==> config.mk <==
export PLATFORM = sky130hd
export DESIGN_NAME = req_arbiter
export DESIGN_NICKNAME = d
export VERILOG_FILES = /design/src/rtl/arbiter_pkg.sv /design/src/rtl/rr_picker.sv /design/src/rtl/req_arbiter.sv
export SDC_FILE = /design/constraint.sdc
export NUM_CORES = 1
export LEC_CHECK = 0
export ABC_AREA = 1
export CAP_MARGIN = 20
export CELL_PAD_IN_SITES_DETAIL_PLACEMENT = 0
export CELL_PAD_IN_SITES_GLOBAL_PLACEMENT = 1
export CORE_UTILIZATION = 29
export DETAILED_ROUTE_END_ITERATION = 10
export GPL_ROUTABILITY_DRIVEN = 0
export GPL_TIMING_DRIVEN = 1
export PLACE_DENSITY_LB_ADDON = 0.1
export SETUP_SLACK_MARGIN = 0.2
export SLEW_MARGIN = 20
export SYNTH_ARGS = -nofsm -noshare
export SYNTH_HDL_FRONTEND = slang
export SYNTH_SLANG_ARGS = --single-unit
==> constraint.sdc <==
create_clock -name i_clk -period 2 [get_ports i_clk]
set_input_delay 0.2 -clock i_clk [delete_from_list [all_inputs] [get_ports i_clk]]
set_output_delay 0.2 -clock i_clk [all_outputs]
set_load 0.02 [all_outputs]
==> src/rtl/arbiter_pkg.sv <==
// Shared types and helpers for the round-robin request arbiter.
package arbiter_pkg;

  typedef enum logic [0:0] {
    StIdle  = 1'b0,
    StGrant = 1'b1
  } state_e;

  localparam int unsigned DefaultDataW = 8;

  // Width of a port index; never zero so single-port builds still elaborate.
  function automatic int unsigned idx_width(input int unsigned n);
    return (n > 1) ? $clog2(n) : 1;
  endfunction

endpackage

==> src/rtl/rr_picker.sv <==
// Combinational round-robin picker: first requester after the last-served index wins.
module rr_picker
  import arbiter_pkg::*;
#(
  parameter int unsigned NUM_PORTS = 2
) (
  input  logic [NUM_PORTS-1:0]               req_i,
  input  logic [idx_width(NUM_PORTS)-1:0]    last_i,
  output logic [idx_width(NUM_PORTS)-1:0]    winner_o,
  output logic                               any_req_o
);

  localparam int unsigned IdxW = idx_width(NUM_PORTS);

  int unsigned         cand;
  logic [IdxW-1:0]     cand_idx;

  // Walk offsets from farthest to nearest so the nearest requester overrides.
  always_comb begin
    winner_o  = '0;
    any_req_o = |req_i;
    cand      = 0;
    cand_idx  = '0;
    for (int unsigned off = NUM_PORTS; off > 0; off--) begin
      cand     = (32'(last_i) + off) % NUM_PORTS;
      cand_idx = cand[IdxW-1:0];
      if (req_i[cand_idx]) begin
        winner_o = cand_idx;
      end
    end
  end

endmodule

==> src/rtl/req_arbiter.sv <==
// Responder for the req/busy writer handshake: round-robin grant, single output register.
// Optional capture counter output o_count enabled by defining ARBITER_COUNT_EN.
module req_arbiter
  import arbiter_pkg::*;
#(
  parameter int unsigned NUM_PORTS = 2,
  parameter int unsigned DATA_W    = DefaultDataW
) (
  input  logic                              i_clk,
  input  logic                              i_reset_n,
  input  logic [NUM_PORTS-1:0]              i_req,
  input  logic [NUM_PORTS*DATA_W-1:0]       i_data,
  output logic [NUM_PORTS-1:0]              o_busy,
  output logic                              o_valid,
  output logic [DATA_W-1:0]                 o_data,
  output logic [idx_width(NUM_PORTS)-1:0]   o_id,
`ifdef ARBITER_COUNT_EN
  output logic [15:0]                       o_count,
`endif
  input  logic                              i_ready
);

  localparam int unsigned IdxW = idx_width(NUM_PORTS);

  state_e                state_q, state_d;
  logic [IdxW-1:0]       grant_q, grant_d;
  logic [IdxW-1:0]       last_q, last_d;
  logic [NUM_PORTS-1:0]  busy_q, busy_d;
  logic                  valid_q, valid_d;
  logic [DATA_W-1:0]     data_q, data_d;
  logic [IdxW-1:0]       id_q, id_d;
  logic [IdxW-1:0]       winner;
  logic                  any_req;
  logic                  capture;

  rr_picker #(
    .NUM_PORTS (NUM_PORTS)
  ) u_picker (
    .req_i     (i_req),
    .last_i    (last_q),
    .winner_o  (winner),
    .any_req_o (any_req)
  );

  always_comb begin
    state_d = state_q;
    grant_d = grant_q;
    last_d  = last_q;
    busy_d  = '1;
    valid_d = valid_q;
    data_d  = data_q;
    id_d    = id_q;
    capture = 1'b0;

    if (valid_q && i_ready) begin
      valid_d = 1'b0;
    end

    case (state_q)
      StIdle: begin
        // Only grant when the output register is empty or draining this edge.
        if (any_req && (!valid_q || i_ready)) begin
          state_d        = StGrant;
          grant_d        = winner;
          busy_d[winner] = 1'b0;
        end
      end
      StGrant: begin
        // A withdrawn request is dropped without touching the rr pointer.
        if (i_req[grant_q]) begin
          capture = 1'b1;
          data_d  = i_data[grant_q*DATA_W +: DATA_W];
          id_d    = grant_q;
          valid_d = 1'b1;
          last_d  = grant_q;
        end
        state_d = StIdle;
      end
      default: begin
        state_d = StIdle;
      end
    endcase
  end

  always_ff @(posedge i_clk or negedge i_reset_n) begin
    if (!i_reset_n) begin
      state_q <= StIdle;
      grant_q <= '0;
      last_q  <= IdxW'(NUM_PORTS - 1);
      busy_q  <= '1;
      valid_q <= 1'b0;
      data_q  <= '0;
      id_q    <= '0;
    end else begin
      state_q <= state_d;
      grant_q <= grant_d;
      last_q  <= last_d;
      busy_q  <= busy_d;
      valid_q <= valid_d;
      data_q  <= data_d;
      id_q    <= id_d;
    end
  end

  assign o_busy  = busy_q;
  assign o_valid = valid_q;
  assign o_data  = data_q;
  assign o_id    = id_q;

`ifdef ARBITER_COUNT_EN
  logic [15:0] count_q, count_d;

  always_comb begin
    count_d = count_q;
    if (capture && (count_q != 16'hFFFF)) begin
      count_d = count_q + 16'd1;
    end
  end

  always_ff @(posedge i_clk or negedge i_reset_n) begin
    if (!i_reset_n) begin
      count_q <= '0;
    end else begin
      count_q <= count_d;
    end
  end

  assign o_count = count_q;
`else
  logic unused_capture;
  assign unused_capture = capture;
`endif

  a_one_grant: assert property (@(posedge i_clk) disable iff (!i_reset_n)
    $countones(~busy_q) <= 1);

  a_no_grant_while_stalled: assert property (@(posedge i_clk) disable iff (!i_reset_n)
    (state_q == StIdle && valid_q && !i_ready) |=> (busy_q == '1));

endmodule

==> results_dict.tcl <==
set metrics [dict create \
    hold_path.class "in -> async" \
    cp_top_family "buffers and inverters" \
    wire_per_inst_um 10.4 \
    numCtsBuffers 3 \
    p_per_area_mw_per_mm2 1270 \
    postCtsHoldBufs 0 \
    syn_to_final_growth_pct 50.7 \
    postRouteAntennaNets 0 \
    fmax_mhz 631 \
    dp_slack_ns 0.553 \
    gr-total-overflow 0 \
    crit_fanout 1 \
    drt_wl_total_um 1610 \
    start_kind "flop" \
    htreeDepth 1 \
    syn_nets 115 \
    grt_max_degree 16 \
    clkLatencyLatePin_ns 0.27 \
    whs_ns 0.333 \
    worstPathRequired_ns 1.80 \
    root_buffer "clkbuf_4" \
    slew-limit-headroom_pct 54.5 \
    first_iter_violations 9 \
    final-hold-violation-count 0 \
    die_h_um 51.5 \
    die_area_mm2 0.00265 \
    place_area_mm2 0.00104 \
    slew_viol_final 0 \
    clk_pin_slew_ns 0.09 \
    drv_cap 0 \
    synth_edf_count 0 \
    layout_setup_ws_ns 0.416 \
    cts_resized 0 \
    synth_largest_area_cell "dfrtp_1" \
    synth_common_cells "nand2_1 (54), dfrtp_1 (12), nand3_1 (11)" \
    firstDrtPassIters 5 \
    stdcell_area_mm2 0.00107 \
    post-route-min-period_ns 1.58 \
    grtUsageMet3_pct 3.22 \
    grt_pass1_wl_um 2650 \
    start_util_pct 31.5 \
    ys_ff_latch 15 \
    syn_area_um2 711 \
    synth_top_cell_area_share_pct 42.3 \
    syn_area_per_cell_um2 7.56 \
    cp-end-kind "primary output" \
    layout.nets 149 \
    finalCritPeriodShare_pct 79.2 \
    dp_hpwl_um 1200 \
    core_mm2 0.00225 \
    critPathMaxStageDelay_ns 0.59 \
    grt_util_met2_pct 21.9 \
    cts_tree "yes" \
    synthCells 94 \
    grt_antenna_before_repair 0 \
    die_w_um 51.5 \
    met1_usage_pct 17.2 \
    critPathArrivalTime_ns 1.38 \
    drive_gt1_share_pct 6.30 \
    via_count 684 \
    remaining_drc_errors 0 \
    via_per_inst 4.41 \
    setup_viol 0 \
    cts.sinks 15 \
    antennaDiodeCount 0 \
    finalClockSkew_ns 0.000415 \
    worstPathCellList "clkdlybuf4s50_1" \
    std_cell_rows 17 \
    synth_most_common_cell "nand2_1" \
    io-pin-count 33 \
    synth-warning-count 0 \
    post-route-util_pct 47.5 \
    peakVddDrop_mv 0.554 \
    grt_pass1_vias 635 \
    worst-setup-path-type "reg -> out" \
    yosys-top-cells-area "dfrtp_1 (42%), nand2_1 (29%), dfstp_2 (11%)" \
    post_cts_buffers 0 \
    busiest_layer "met2" \
    crit_buf_inv 1 \
    yosysUniqueCellTypes 12 \
    rsz0062_at_grt "no" \
    p_leak_nw 0.549 \
    critical_path.slowest_cell "clkdlybuf4s50_1" \
    grtUsageTotal_pct 13.8 \
    numPortBuffers 32 \
    async_flop_share_pct 100 \
    clockBufferDepth 2 \
    worst_pin_slew_ns 0.681 \
    seq_area_frac_synth_pct 53.3 \
    synthFlopType "dfrtp_1" \
    fin_tns_setup_ns 0 \
    outcome "complete, no violations" \
]
==> sequential cells by signal (all words and copies together), names as in the netlist <==
| signal | cells |
|---|---|
| last_q | 1 |
| o_busy | 2 |
| state_q | 1 |
| o_valid | 1 |
| o_id | 1 |
| grant_q | 1 |
| o_data | 8 |
==> stage by stage <==
step,std cells,total power [mW]
after floorplan,94,0.934
after global placement,151,1.21
after detailed placement,151,1.21
after CTS,155,1.39
after global routing,155,1.49
final,155,1.36
==> power breakdown <==
group / leakage (nW) / total [mW] / switching (mW) / internal, mW
clock network: 0.0150 / 0.168 / 0.0911 / 0.0772
registers: 0.184 / 0.547 / 0.111 / 0.437
logic: 0.350 / 0.648 / 0.352 / 0.296
total: 0.549 / 1.36 / 0.554 / 0.810
==> path summary, 6_finish.rpt <==
check	cells after the start	from	to	slack, ns
worst max-delay path	1	o_busy[1]	o_busy[1]	0.42
worst min-delay path	1	i_reset_n	o_valid	0.33
worst max register to register	5	grant_q	o_data[7]	0.61
worst min register to register	2	last_q	last_q	0.47
max in group asynchronous	1	i_reset_n	state_q	1.24
min in group i_clk	2	last_q	last_q	0.47
==> placed cells by master, fill, tap and decap left out, drive strengths merged <==
master         instances
clkdlybuf4s50         32
a21oi                  1
dfrtp                 12
nand3                 12
inv                    6
nand2                 54
nand3b                 1
dfstp                  3
nor2                   2
clkbuf                 4
==> per-layer routing <==
metal,vias up,wire (um)
li1,356,-
met1,303,739
met2,23,748
met3,2,102
met4,0,14
met5,-,0
==> area by class of cell <==
cell class,count,area (um2)
fill,259,1180
multi-input combinational,70,288
clock buffer,4,26.3
tap,28,35.0
inverter,6,22.5
sequential,15,379
timing repair buffer,32,320
==> cell families after synthesis <==
kind of cell | count (synthesis) | synth area share [%]
AO/OA/AOI/OAI | 1 | 0.704
buffers and inverters | 9 | 6.16
flip-flops | 15 | 53.3
AND/OR/NAND/NOR | 69 | 39.8
==> worst reg2reg max path, delay by kind of cell, from the launching register on <==
kind,cells,cell delay [ns]
buffers and inverters,1,0.17
flip-flops,1,0.59
AND/OR/NAND/NOR,4,0.52
No activity file was read; power rests on OpenSTA's default activity.
